### src/rtl/memory_bank_if.sv
// Access bus for memory_bank.
// The requester drives the command side and the bank drives the response side.
interface memory_bank_if #(
    parameter int DATA_W = 16,
    parameter int ADDR_W = 2
);
    logic                  sel;
    logic                  wr;
    logic [ADDR_W-1:0]     addr;
    logic [DATA_W-1:0]     wdata;
    logic [DATA_W/8-1:0]   be;
    logic                  clr;
    logic [DATA_W-1:0]     rdata;
    logic                  rvalid;
    logic                  err;
    logic                  busy;

    modport master (
        output sel, wr, addr, wdata, be, clr,
        input  rdata, rvalid, err, busy
    );

    modport slave (
        input  sel, wr, addr, wdata, be, clr,
        output rdata, rvalid, err, busy
    );
endinterface

### src/rtl/memory_bank.sv
// Small register-file memory bank.
// Byte-enabled writes and 1-cycle-latency reads.
// Addresses at or beyond DEPTH raise a one-cycle error pulse.
// A clear request walks a counter over every entry, one entry per cycle, while busy is high.
module memory_bank #(
    parameter int DATA_W = 16,
    parameter int DEPTH  = 4,
    parameter int ADDR_W = 2
) (
    input  logic         clk,
    input  logic         rstn,
    memory_bank_if.slave bus
);
    localparam int NB    = DATA_W / 8;
    localparam int IDX_W = (DEPTH > 1) ? $clog2(DEPTH) : 1;

    // DEPTH may equal 2**ADDR_W, so the range compare needs one extra bit.
    localparam logic [ADDR_W:0]  DEPTH_L  = (ADDR_W + 1)'(DEPTH);
    localparam logic [IDX_W-1:0] LAST_IDX = IDX_W'(DEPTH - 1);

    typedef enum logic {IDLE, CLEAR} state_t;

    state_t            state;
    logic [IDX_W-1:0]  cnt;
    logic [DATA_W-1:0] mem [DEPTH];

    logic [DATA_W-1:0] rdata_p1;
    logic              vld_p1;
    logic              err_p1;
    logic              busy_p1;

    logic              in_range;
    logic [IDX_W-1:0]  idx;

    // Replace only the bytes whose enable bit is set.
    function automatic logic [DATA_W-1:0] merge_bytes(
        input logic [DATA_W-1:0] old_word,
        input logic [DATA_W-1:0] new_word,
        input logic [NB-1:0]     en
    );
        logic [DATA_W-1:0] res;
        res = old_word;
        for (int i = 0; i < NB; i++) begin
            if (en[i]) begin
                res[8*i +: 8] = new_word[8*i +: 8];
            end
        end
        return res;
    endfunction

    assign in_range = ({1'b0, bus.addr} < DEPTH_L);
    assign idx      = bus.addr[IDX_W-1:0];

    // Control FSM, storage update and registered response outputs.
    always_ff @(posedge clk) begin
        if (!rstn) begin
            state    <= IDLE;
            cnt      <= '0;
            rdata_p1 <= '0;
            vld_p1   <= 1'b0;
            err_p1   <= 1'b0;
            busy_p1  <= 1'b0;
            for (int i = 0; i < DEPTH; i++) begin
                mem[i] <= '0;
            end
        end else begin
            // Response pulses default low; rdata is forced to zero when not valid.
            rdata_p1 <= '0;
            vld_p1   <= 1'b0;
            err_p1   <= 1'b0;
            case (state)
                IDLE: begin
                    if (bus.clr) begin
                        // A request presented together with clr is dropped silently.
                        state   <= CLEAR;
                        cnt     <= '0;
                        busy_p1 <= 1'b1;
                    end else if (bus.sel) begin
                        if (!in_range) begin
                            err_p1 <= 1'b1;
                        end else if (bus.wr) begin
                            mem[idx] <= merge_bytes(mem[idx], bus.wdata, bus.be);
                        end else begin
                            rdata_p1 <= mem[idx];
                            vld_p1   <= 1'b1;
                        end
                    end
                end
                CLEAR: begin
                    // Accesses are refused while clearing.
                    // A further clr is ignored, so the sequence length stays fixed.
                    mem[cnt] <= '0;
                    err_p1   <= bus.sel;
                    if (cnt == LAST_IDX) begin
                        state   <= IDLE;
                        cnt     <= '0;
                        busy_p1 <= 1'b0;
                    end else begin
                        cnt <= cnt + IDX_W'(1);
                    end
                end
                default: begin
                    state <= IDLE;
                end
            endcase
        end
    end

    assign bus.rdata  = rdata_p1;
    assign bus.rvalid = vld_p1;
    assign bus.err    = err_p1;
    assign bus.busy   = busy_p1;
endmodule
### src/flat_wrapper.sv
// flat-port wrapper written by rule: the top's interface ports become plain ports
module memory_bank_flat 
#(
    parameter int DATA_W = 16,
    parameter int DEPTH  = 4,
    parameter int ADDR_W = 2
)
  (clk, rstn, bus_sel, bus_wr, bus_addr, bus_wdata, bus_be, bus_clr, bus_rdata, bus_rvalid, bus_err, bus_busy);
  memory_bank_if #(.DATA_W(DATA_W), .ADDR_W(ADDR_W)) bus_i ();
  input  logic clk;
  input  logic rstn;
  input wire logic [$bits(bus_i.sel)-1:0] bus_sel;
  input wire logic [$bits(bus_i.wr)-1:0] bus_wr;
  input wire logic [$bits(bus_i.addr)-1:0] bus_addr;
  input wire logic [$bits(bus_i.wdata)-1:0] bus_wdata;
  input wire logic [$bits(bus_i.be)-1:0] bus_be;
  input wire logic [$bits(bus_i.clr)-1:0] bus_clr;
  output wire logic [$bits(bus_i.rdata)-1:0] bus_rdata;
  output wire logic [$bits(bus_i.rvalid)-1:0] bus_rvalid;
  output wire logic [$bits(bus_i.err)-1:0] bus_err;
  output wire logic [$bits(bus_i.busy)-1:0] bus_busy;
  assign bus_i.sel = bus_sel;
  assign bus_i.wr = bus_wr;
  assign bus_i.addr = bus_addr;
  assign bus_i.wdata = bus_wdata;
  assign bus_i.be = bus_be;
  assign bus_i.clr = bus_clr;
  assign bus_rdata = bus_i.rdata;
  assign bus_rvalid = bus_i.rvalid;
  assign bus_err = bus_i.err;
  assign bus_busy = bus_i.busy;
  memory_bank #(.DATA_W(DATA_W), .DEPTH(DEPTH), .ADDR_W(ADDR_W)) u_core (.clk(clk), .rstn(rstn), .bus(bus_i));
endmodule
### config.mk
export PLATFORM = sky130hd
export DESIGN_NAME = memory_bank_flat
export DESIGN_NICKNAME = d
export VERILOG_FILES = /design/src/rtl/memory_bank_if.sv /design/src/rtl/memory_bank.sv /design/src/flat_wrapper.sv
export SDC_FILE = /design/constraint.sdc
export NUM_CORES = 1
export LEC_CHECK = 0
export ABC_AREA = 0
export CAP_MARGIN = 30
export CELL_PAD_IN_SITES_DETAIL_PLACEMENT = 0
export CELL_PAD_IN_SITES_GLOBAL_PLACEMENT = 1
export CORE_ASPECT_RATIO = 1.25
export CORE_MARGIN = 2
export CORE_UTILIZATION = 23
export CTS_CLUSTER_DIAMETER = 30
export DETAILED_ROUTE_END_ITERATION = 12
export GPL_TIMING_DRIVEN = 0
export PLACE_DENSITY_LB_ADDON = 0.1
export SYNTH_ARGS = -nofsm -noshare
export SYNTH_HDL_FRONTEND = slang
export SYNTH_SLANG_ARGS = --single-unit
export TNS_END_PERCENT = 50
### constraint.sdc
create_clock -name clk -period 6 [get_ports clk]
set_clock_uncertainty 0.05 [all_clocks]
set_input_delay 0.9 -clock clk [delete_from_list [all_inputs] [get_ports clk]]
set_output_delay 0.9 -clock clk [all_outputs]
set_load 0.1 [all_outputs]
Word level (Yosys, flattened, before mapping):

Memory sizes are Yosys's and may differ from the RTL's.
Index checks and enable logic that the tools add are counted.

* reduce and logical (&&, ||, !) cells: 5
* bitwise gates (word level): 3
* add/subtract/negate cells: 1
* equality and inequality tests: 3
* muxes and demuxes: 39

Operators by type and width (number)
* $mux 8: 12
* $mux 16: 2
* $reduce_or 16->1: 2
* $mux 1: 17
* $mux 2: 4
* $pmux 1 s2: 3
* $reduce_or 5->1: 1
* $ne 2x2->1 const B: 2
* $pmux 2 s2: 1
* $reduce_or 4->1: 1
* $not 1->1: 3
* $add 2x1->2 const B: 1
* $eq 2x2->1 const B: 1
* $reduce_and 2->1: 1

* memories kept: 1
* register bits after elaboration: 22
* input bits: 25
* output and inout bits: 19
* memory bits (writable): 64
* logic and storage cells: 58

Memories
* u_core.mem: words 4, bits a word 16, rd ports 1, clocked after memory_dff 0, write ports 4, RTL line memory_bank.sv:25 `logic [DATA_W-1:0] mem [DEPTH];`

Logic depth before layout (Yosys ltp):

Gate-level depths: netlist of run 1.

* depth in word-level cells: 9
* gate-level depth with buffers: 6
* gate-level depth less buffers: 4

Worst setup path after synthesis of run 1:

No wires, ideal clock.

* path kind: input-to-reg
* start: input port bus_wr
* end: memory u_core.mem[1][0], enable pin
* required time: 5536 ps
* setup time: 414 ps
* path buffers: 1
* arrival time: 2758 ps
* stages: 4
* setup slack: 2778 ps
* path through: and2_1 clkbuf_1 a31oi_1 o31ai_1

RTL lines
* start, declared: RTL line flat_wrapper.sv:13 `input wire logic [$bits(bus_i.wr)-1:0] bus_wr;`
* end, declared: RTL line memory_bank.sv:25

==> impl_metrics.csv, run 1 <==
group,metric,value,unit
outcome,outcome,"completed",
critical_path,path_buf_inv,3,
worst_hold_path,min_from,"u_core.bus.busy$_SDFFE_PN0P_",
routing,routed_wl,11800,um
logic_synthesis,yosysSeqAreaShare,0.608,
timing,drv_slew,0,
finish,num-nets-final,411,
routing,num_vias,2818,
routing,wire_per_inst,19.3,um
global_routing,antenna_found_initial,0,
die,io_pins,44,
logic_synthesis,syn_inst,328,
clock_tree,hold_buffers,0,
pwr,power,1500,uW
routing,drtAntennaViolNets,0,
finish,drive_above_1_share,0.203,
die,start_util,0.233,
critical_path,cp.required,5.99,ns
die,fp.dieArea,0.0180,sq mm
pwr,ir_worst_vdd,0.117,mV
critical_path,worstPathCellList,"clkdlybuf4s50_1 > and2_1 > clkbuf_1 > a31oi_1 > o31ai_4 > buf_8",
routing,drc_errors,0,
timing,worst_pin_slew,0.979,ns
logic_synthesis,synth_edf_count,64,
clock_tree,cts.reportedPaths.clkPinSlew,0.06,ns
global_routing,overflow,0,
finish,n_antenna_cell,0,
place,io_buffers,42,
timing,max-slew-margin-rel,0.345,
clock_tree,clk-insertion-delay-late,0.34,ns
finish,fillers,1766,
critical_path,slowest_delay,0.58,ns
logic_synthesis,syn-mean-instance-area,11.9,sq um
clock_tree,cts_resized,0,
critical_path,crit_path_end_kind,"flop",
timing,fin_crit,3.15,ns
logic_synthesis,synth.area.top_cells,"edfxtp_1, dfxtp_1, mux2_2, nor3_1, nor2_1",
clock_tree,cts_setup_buffers,0,
place,placed_area,0.00469,sq mm
logic_synthesis,async_flop_share,0,
die,die_height,149,um
timing,fin_ws,2.85,ns
finish,area_growth_syn_to_layout,29.4,%
run,cap_violations,0,
critical_path,path_max_fanout,10,
global_routing,grt_max_degree,14,
critical_path,critical_path_arrival,3.14,ns
die,core_area,0.0167,sq mm
die,row_count,53,
critical_path,r2r-start,"u_core.state$_SDFF_PN0_",
die,die_w,120,um
routing,drtIter0Drc,148,
critical_path,critical_path_depth,6,
clock_tree,root_buffer,"clkbuf_16",
clock_tree,clock_path_buffers,2,
place,hpwl,7940,um
logic_synthesis,synthDistinctLibCells,36,
clock_tree,cts.sinks,86,
critical_path,reg2reg_setup_slack,3.63,ns
global_routing,first_global_vias,2946,
clock_tree,htree_levels,3,
logic_synthesis,synth_top_cell_by_area,"edfxtp_1",
timing,period_share,0.524,
clock_tree,cts_tree,"built",
logic_synthesis,syn_nets,354,
global_routing,grt_first_pass_wirelength,18000,um
logic_synthesis,synth_flop_cell,"edfxtp_1",
critical_path,r2r_cells,6,
finish,finish.instance_area,0.00503,sq mm
critical_path,path_delay_family,"buffers and inverters",
logic_synthesis,syn_area,0.00389,sq mm
worst_hold_path,hold_path_class,"flop to flop",
timing,hold_viol,0,
critical_path,crit_start,"bus_sel",
clock_tree,numCtsBuffers,9,
global_routing,grt_util_all_layers,0.140,
logic_synthesis,yosysWarnings,0,
logic_synthesis,synth_top_area_share,0.494,
timing,rsz0062_at_grt,"no",
pwr,powerDensity,298,mW/mm^2
critical_path,r2r_end,"u_core.mem[1][5]$_SDFFCE_PN0P_",
place,place.gp.congestion,0.743,
pwr,p_leak,0.00172,uW
timing,setup_viol,0,
critical_path,critPathCapture,"u_core.mem[1][5]$_SDFFCE_PN0P_",
finish,ff_latch_area,0.00236,sq mm
timing,fin_tns_setup,0,ns
critical_path,crit_type,"input port to flop",
finish,multiInputGateArea,0.00142,sq mm
timing,fmax,0.318,GHz
critical_path,start_kind,"input port",
logic_synthesis,synth_seq_cells,86,
critical_path,crit_slowest_cell,"o31ai_4",
place,place_ws,2.46,ns
routing,dr.pass1.iters,4,
routing,vias_per_cell,4.62,
cell families after synthesis:
| family | count (synthesis) | share of synthesized area |
|---|---|---|
| AND/OR/NAND/NOR | 135 | 0.170 |
| adder cells (fa/ha/maj) | 1 | 0.00322 |
| flip-flops | 86 | 0.608 |
| AO/OA/AOI/OAI | 46 | 0.0869 |
| multiplexers | 33 | 0.0953 |
| buffers and inverters | 27 | 0.0367 |
per-stage QoR:
stage                      util  instances  hold WS (ns)
after floorplan               -        328         0.502
after global placement    0.274        590         0.466
after detailed placement  0.281        594         0.461
after CTS                 0.301        610         0.475
after global routing      0.301        610         0.546
final                     0.301        610         0.476
cell usage in the layout, fill, tap and decap left out, types with 3 or more instances in the layout:
master            n
o211ai_1         16
buf_4             7
nor2b_1           5
clkbuf_16         9
o22ai_1          16
clkdlybuf4s50_1  42
buf_2             6
inv_1             5
buf_8             3
dfxtp_1          22
mux2_2           32
buf_1             4
edfxtp_1         64
clkbuf_8          3
nor2_1           50
nor3_1           64
clkbuf_1          5
nand2_1           3
sequential cells by signal, indices dropped and copies added, names as in the netlist:
| register | count |
|---|---|
| u_core.mem | 64 |
| u_core.bus.err | 1 |
| u_core.bus.busy | 1 |
| u_core.bus.rvalid | 1 |
| u_core.state | 1 |
| u_core.bus.rdata | 16 |
| u_core.cnt | 2 |
worst register-to-register path: cells and delay by family (launching register included):
| kind | cells | cell delay, ns |
|---|---|---|
| AO/OA/AOI/OAI | 2 | 0.75 |
| buffers and inverters | 3 | 0.66 |
| flip-flops | 1 | 0.33 |
| AND/OR/NAND/NOR | 1 | 0.28 |
worst min-delay path by stage:
stage | cells after the start | to
after CTS | 2 | u_core.bus.busy$_SDFFE_PN0P_
final | 2 | u_core.bus.busy$_SDFFE_PN0P_
after floorplan | 2 | u_core.cnt[0]$_SDFFE_PN0P_
after global routing | 2 | u_core.bus.busy$_SDFFE_PN0P_
after global placement | 2 | u_core.bus.busy$_SDFFE_PN0P_
after detailed placement | 2 | u_core.bus.busy$_SDFFE_PN0P_
Yosys cell counts, types with 3 or more instances:
| cell | n |
|---|---|
| o211ai_1 | 16 |
| buf_4 | 7 |
| nand2_1 | 3 |
| nor2b_1 | 5 |
| edfxtp_1 | 64 |
| nor2_1 | 50 |
| mux2_2 | 32 |
| buf_1 | 4 |
| nor3_1 | 64 |
| buf_2 | 6 |
| dfxtp_1 | 22 |
| o22ai_1 | 16 |
| inv_1 | 5 |
| clkbuf_1 | 4 |
per-layer routing:
| metal | global-route usage | up-vias | wire, um |
|---|---|---|---|
| met3 | 0.0218 | 23 | 349 |
| met5 | 0 | - | 0 |
| met4 | 0.0663 | 0 | 281 |
| met1 | 0.179 | 1378 | 5330 |
| li1 | - | 1354 | - |
| met2 | 0.230 | 63 | 5810 |
layout make-up:
class / instances / area share
plain buffers: 22 / 0.0246
flip-flops and latches: 86 / 0.470
well taps: 220 / 0.0547
repair buffers: 46 / 0.0980
clock inverters: 3 / 0.0129
inverters: 5 / 0.00373
multi-input cells: 215 / 0.283
clock buffers: 13 / 0.0537
power by group:
| group | switching [uW] | internal (uW) | total (uW) |
|---|---|---|---|
| registers | 7.59 | 669 | 677 |
| logic | 122 | 68.1 | 190 |
| clock network | 235 | 399 | 633 |
| total | 365 | 1140 | 1500 |
(Power assumes the default switching activity.)
==> inputs of run 2 (changes only) <==
==> constraint.sdc (replaced) <==
create_clock -name clk -period 3.14 [get_ports clk]
set_clock_uncertainty 0.05 [all_clocks]
set_input_delay 0.471 -clock clk [delete_from_list [all_inputs] [get_ports clk]]
set_output_delay 0.471 -clock clk [all_outputs]
set_load 0.1 [all_outputs]
==> results of run 2 <==
Same layout as run 1 (identical final DEF). Status: completed.
Main changes from that run: setup slack after placement 2.46 ns -> 0.0306 ns; setup slack after layout 2.85 ns -> 0.423 ns; register-to-register setup slack 3.63 ns -> 0.77 ns; total power 1500 uW -> 2870 uW; worst IR drop on VDD 0.117 mV -> 0.224 mV
==> inputs of run 3 (changes only) <==
--- a/config.mk
+++ b/config.mk
@@ -16,6 +16,7 @@
 export DETAILED_ROUTE_END_ITERATION = 12
 export GPL_TIMING_DRIVEN = 0
 export PLACE_DENSITY_LB_ADDON = 0.1
+export SLEW_MARGIN = 10
 export SYNTH_ARGS = -nofsm -noshare
 export SYNTH_HDL_FRONTEND = slang
 export SYNTH_SLANG_ARGS = --single-unit
==> run 3 against run 2 <==
Critical path depth did not move. Largest power group unchanged. Non-clock buffer count stayed put. Via count about the same.
==> impl_metrics.csv, run 3 (same netlist as run 1, synthesis figures left out) <==
group,metric,value,unit
outcome,outcome,"completed",
finish,largest_reg_flops,64,
timing,fmax,0.366,GHz
place,io_buffers,42,
finish,n_antenna_cell,0,
critical_path,reg2reg_setup_slack,0.77,ns
global_routing,grt_util_all_layers,0.140,
pwr,powerDensity,568,mW/mm^2
run,cap_violations,0,
clock_tree,root_buffer,"clkbuf_16",
timing,hold_viol,0,
die,row_count,53,
place,dp_cells,594,
clock_tree,numCtsBuffers,9,
clock_tree,cts.sinks,86,
finish,drive_above_1_share,0.203,
worst_hold_path,hold_path_class,"flop to flop",
timing,drv_slew,0,
global_routing,antenna_found_initial,0,
pwr,power,2850,uW
routing,dr.pass1.iters,4,
place,placed_area,0.00469,sq mm
worst_hold_path,hold_path_depth,2,
finish,final_cells,610,
routing,wire_per_inst,19.2,um
finish,layout_common_cells,"nor3_1, edfxtp_1, nor2_1, clkdlybuf4s50_1, mux2_2",
timing,max-slew-margin-rel,0.351,
die,core_area,0.0167,sq mm
finish,finish.instance_area,0.00502,sq mm
finish,area_growth_syn_to_layout,29.1,%
timing,fin_crit,2.73,ns
global_routing,use_met3,0.0214,
clock_tree,cts.reportedPaths.clkPinSlew,0.06,ns
timing,worst_pin_slew,0.971,ns
global_routing,grt_use_met2,0.233,
global_routing,overflow,0,
die,die_w,120,um
clock_tree,cts_tree,"built",
worst_hold_path,min_from,"u_core.bus.busy$_SDFFE_PN0P_",
timing,rsz0062_at_grt,"no",
die,start_util,0.233,
routing,num_vias,2820,
global_routing,first_global_vias,2934,
clock_tree,htree_levels,3,
clock_tree,cts_resized,0,
global_routing,grt_max_degree,15,
timing,setup_viol,0,
critical_path,crit_start,"bus_sel",
pwr,p_leak,0.00172,uW
finish,fillers,1778,
die,io_pins,44,
finish,final_core_util,0.300,
pwr,ir_worst_vdd,0.189,mV
routing,routed_wl,11700,um
routing,drtAntennaViolNets,0,
clock_tree,clock_path_buffers,2,
critical_path,start_kind,"input port",
timing,fin_tns_setup,0,ns
finish,multiInputGateArea,0.00142,sq mm
clock_tree,cts_setup_buffers,0,
critical_path,crit_path_end_kind,"flop",
finish,num-nets-final,411,
clock_tree,clk-insertion-delay-late,0.35,ns
critical_path,r2r_end,"u_core.mem[0][5]$_SDFFCE_PN0P_",
worst_hold_path,hold_path_end,"u_core.bus.busy$_SDFFE_PN0P_",
finish,ff_latch_area,0.00236,sq mm
critical_path,r2r_cells,6,
critical_path,path_max_fanout,10,
routing,vias_per_cell,4.62,
clock_tree,hold_buffers,0,
routing,drc_errors,0,
critical_path,r2r-start,"u_core.state$_SDFF_PN0_",
place,hpwl,7960,um
finish,top_register,"u_core.mem",
global_routing,grt_most_used_layer,"met2",
die,die_height,149,um
critical_path,critical_path_arrival,2.74,ns
die,fp.dieArea,0.0180,sq mm
critical_path,crit_type,"input port to flop",
timing,period_share,0.871,
place,place.gp.congestion,0.743,
global_routing,met1_usage,0.176,
critical_path,cp.required,3.15,ns
global_routing,grt_first_pass_wirelength,17900,um
routing,drtIter0Drc,171,
run 3: layer usage:
metal  vias up  part of all wire
met4         0             0.026
met1      1371              0.44
met2        69              0.50
met5         -                 0
li1       1359                 -
met3        21             0.038
run 3: metrics by stage:
stage / worst slack, ns / hold slack, ns
global route: 0.273 / 0.547
global placement: -2.00 / 0.466
finish: 0.406 / 0.472
floorplan: 0.347 / 0.502
CTS: 0.388 / 0.475
detailed placement: 0.0197 / 0.461
run 3: power by group:
part           internal [uW]  total, uW  switching (uW)
registers               1280       1290            13.8
logic                    129        361             232
clock network            739       1190             456
total                   2150       2850             702
run 3: area by class of cell:
type	count	area share
repair buffers	46	0.0975
plain buffers	22	0.0247
flip-flops and latches	86	0.471
multi-input cells	215	0.283
clock buffers	12	0.0511
clock inverters	4	0.0140
inverters	5	0.00374
well taps	220	0.0549
run 3: how the worst max path moves through the flow:
stage                                 endpoint  slack (ns)
4_1_cts         u_core.mem[0][5]$_SDFFCE_PN0P_        0.39
6_report        u_core.mem[0][5]$_SDFFCE_PN0P_        0.41
3_3_place_gp   u_core.mem[1][10]$_SDFFCE_PN0P_       -2.00
3_5_place_dp   u_core.mem[0][10]$_SDFFCE_PN0P_        0.02
2_1_floorplan   u_core.mem[1][0]$_SDFFCE_PN0P_        0.35
5_1_grt         u_core.mem[0][5]$_SDFFCE_PN0P_        0.27
run 3: critical path: stages:
cell and delay, ns:
clkdlybuf4s50_1 0.52, and2_1 0.20, clkbuf_1 0.44, a31oi_1 0.27
o21ai_2 0.60, buf_16 0.23
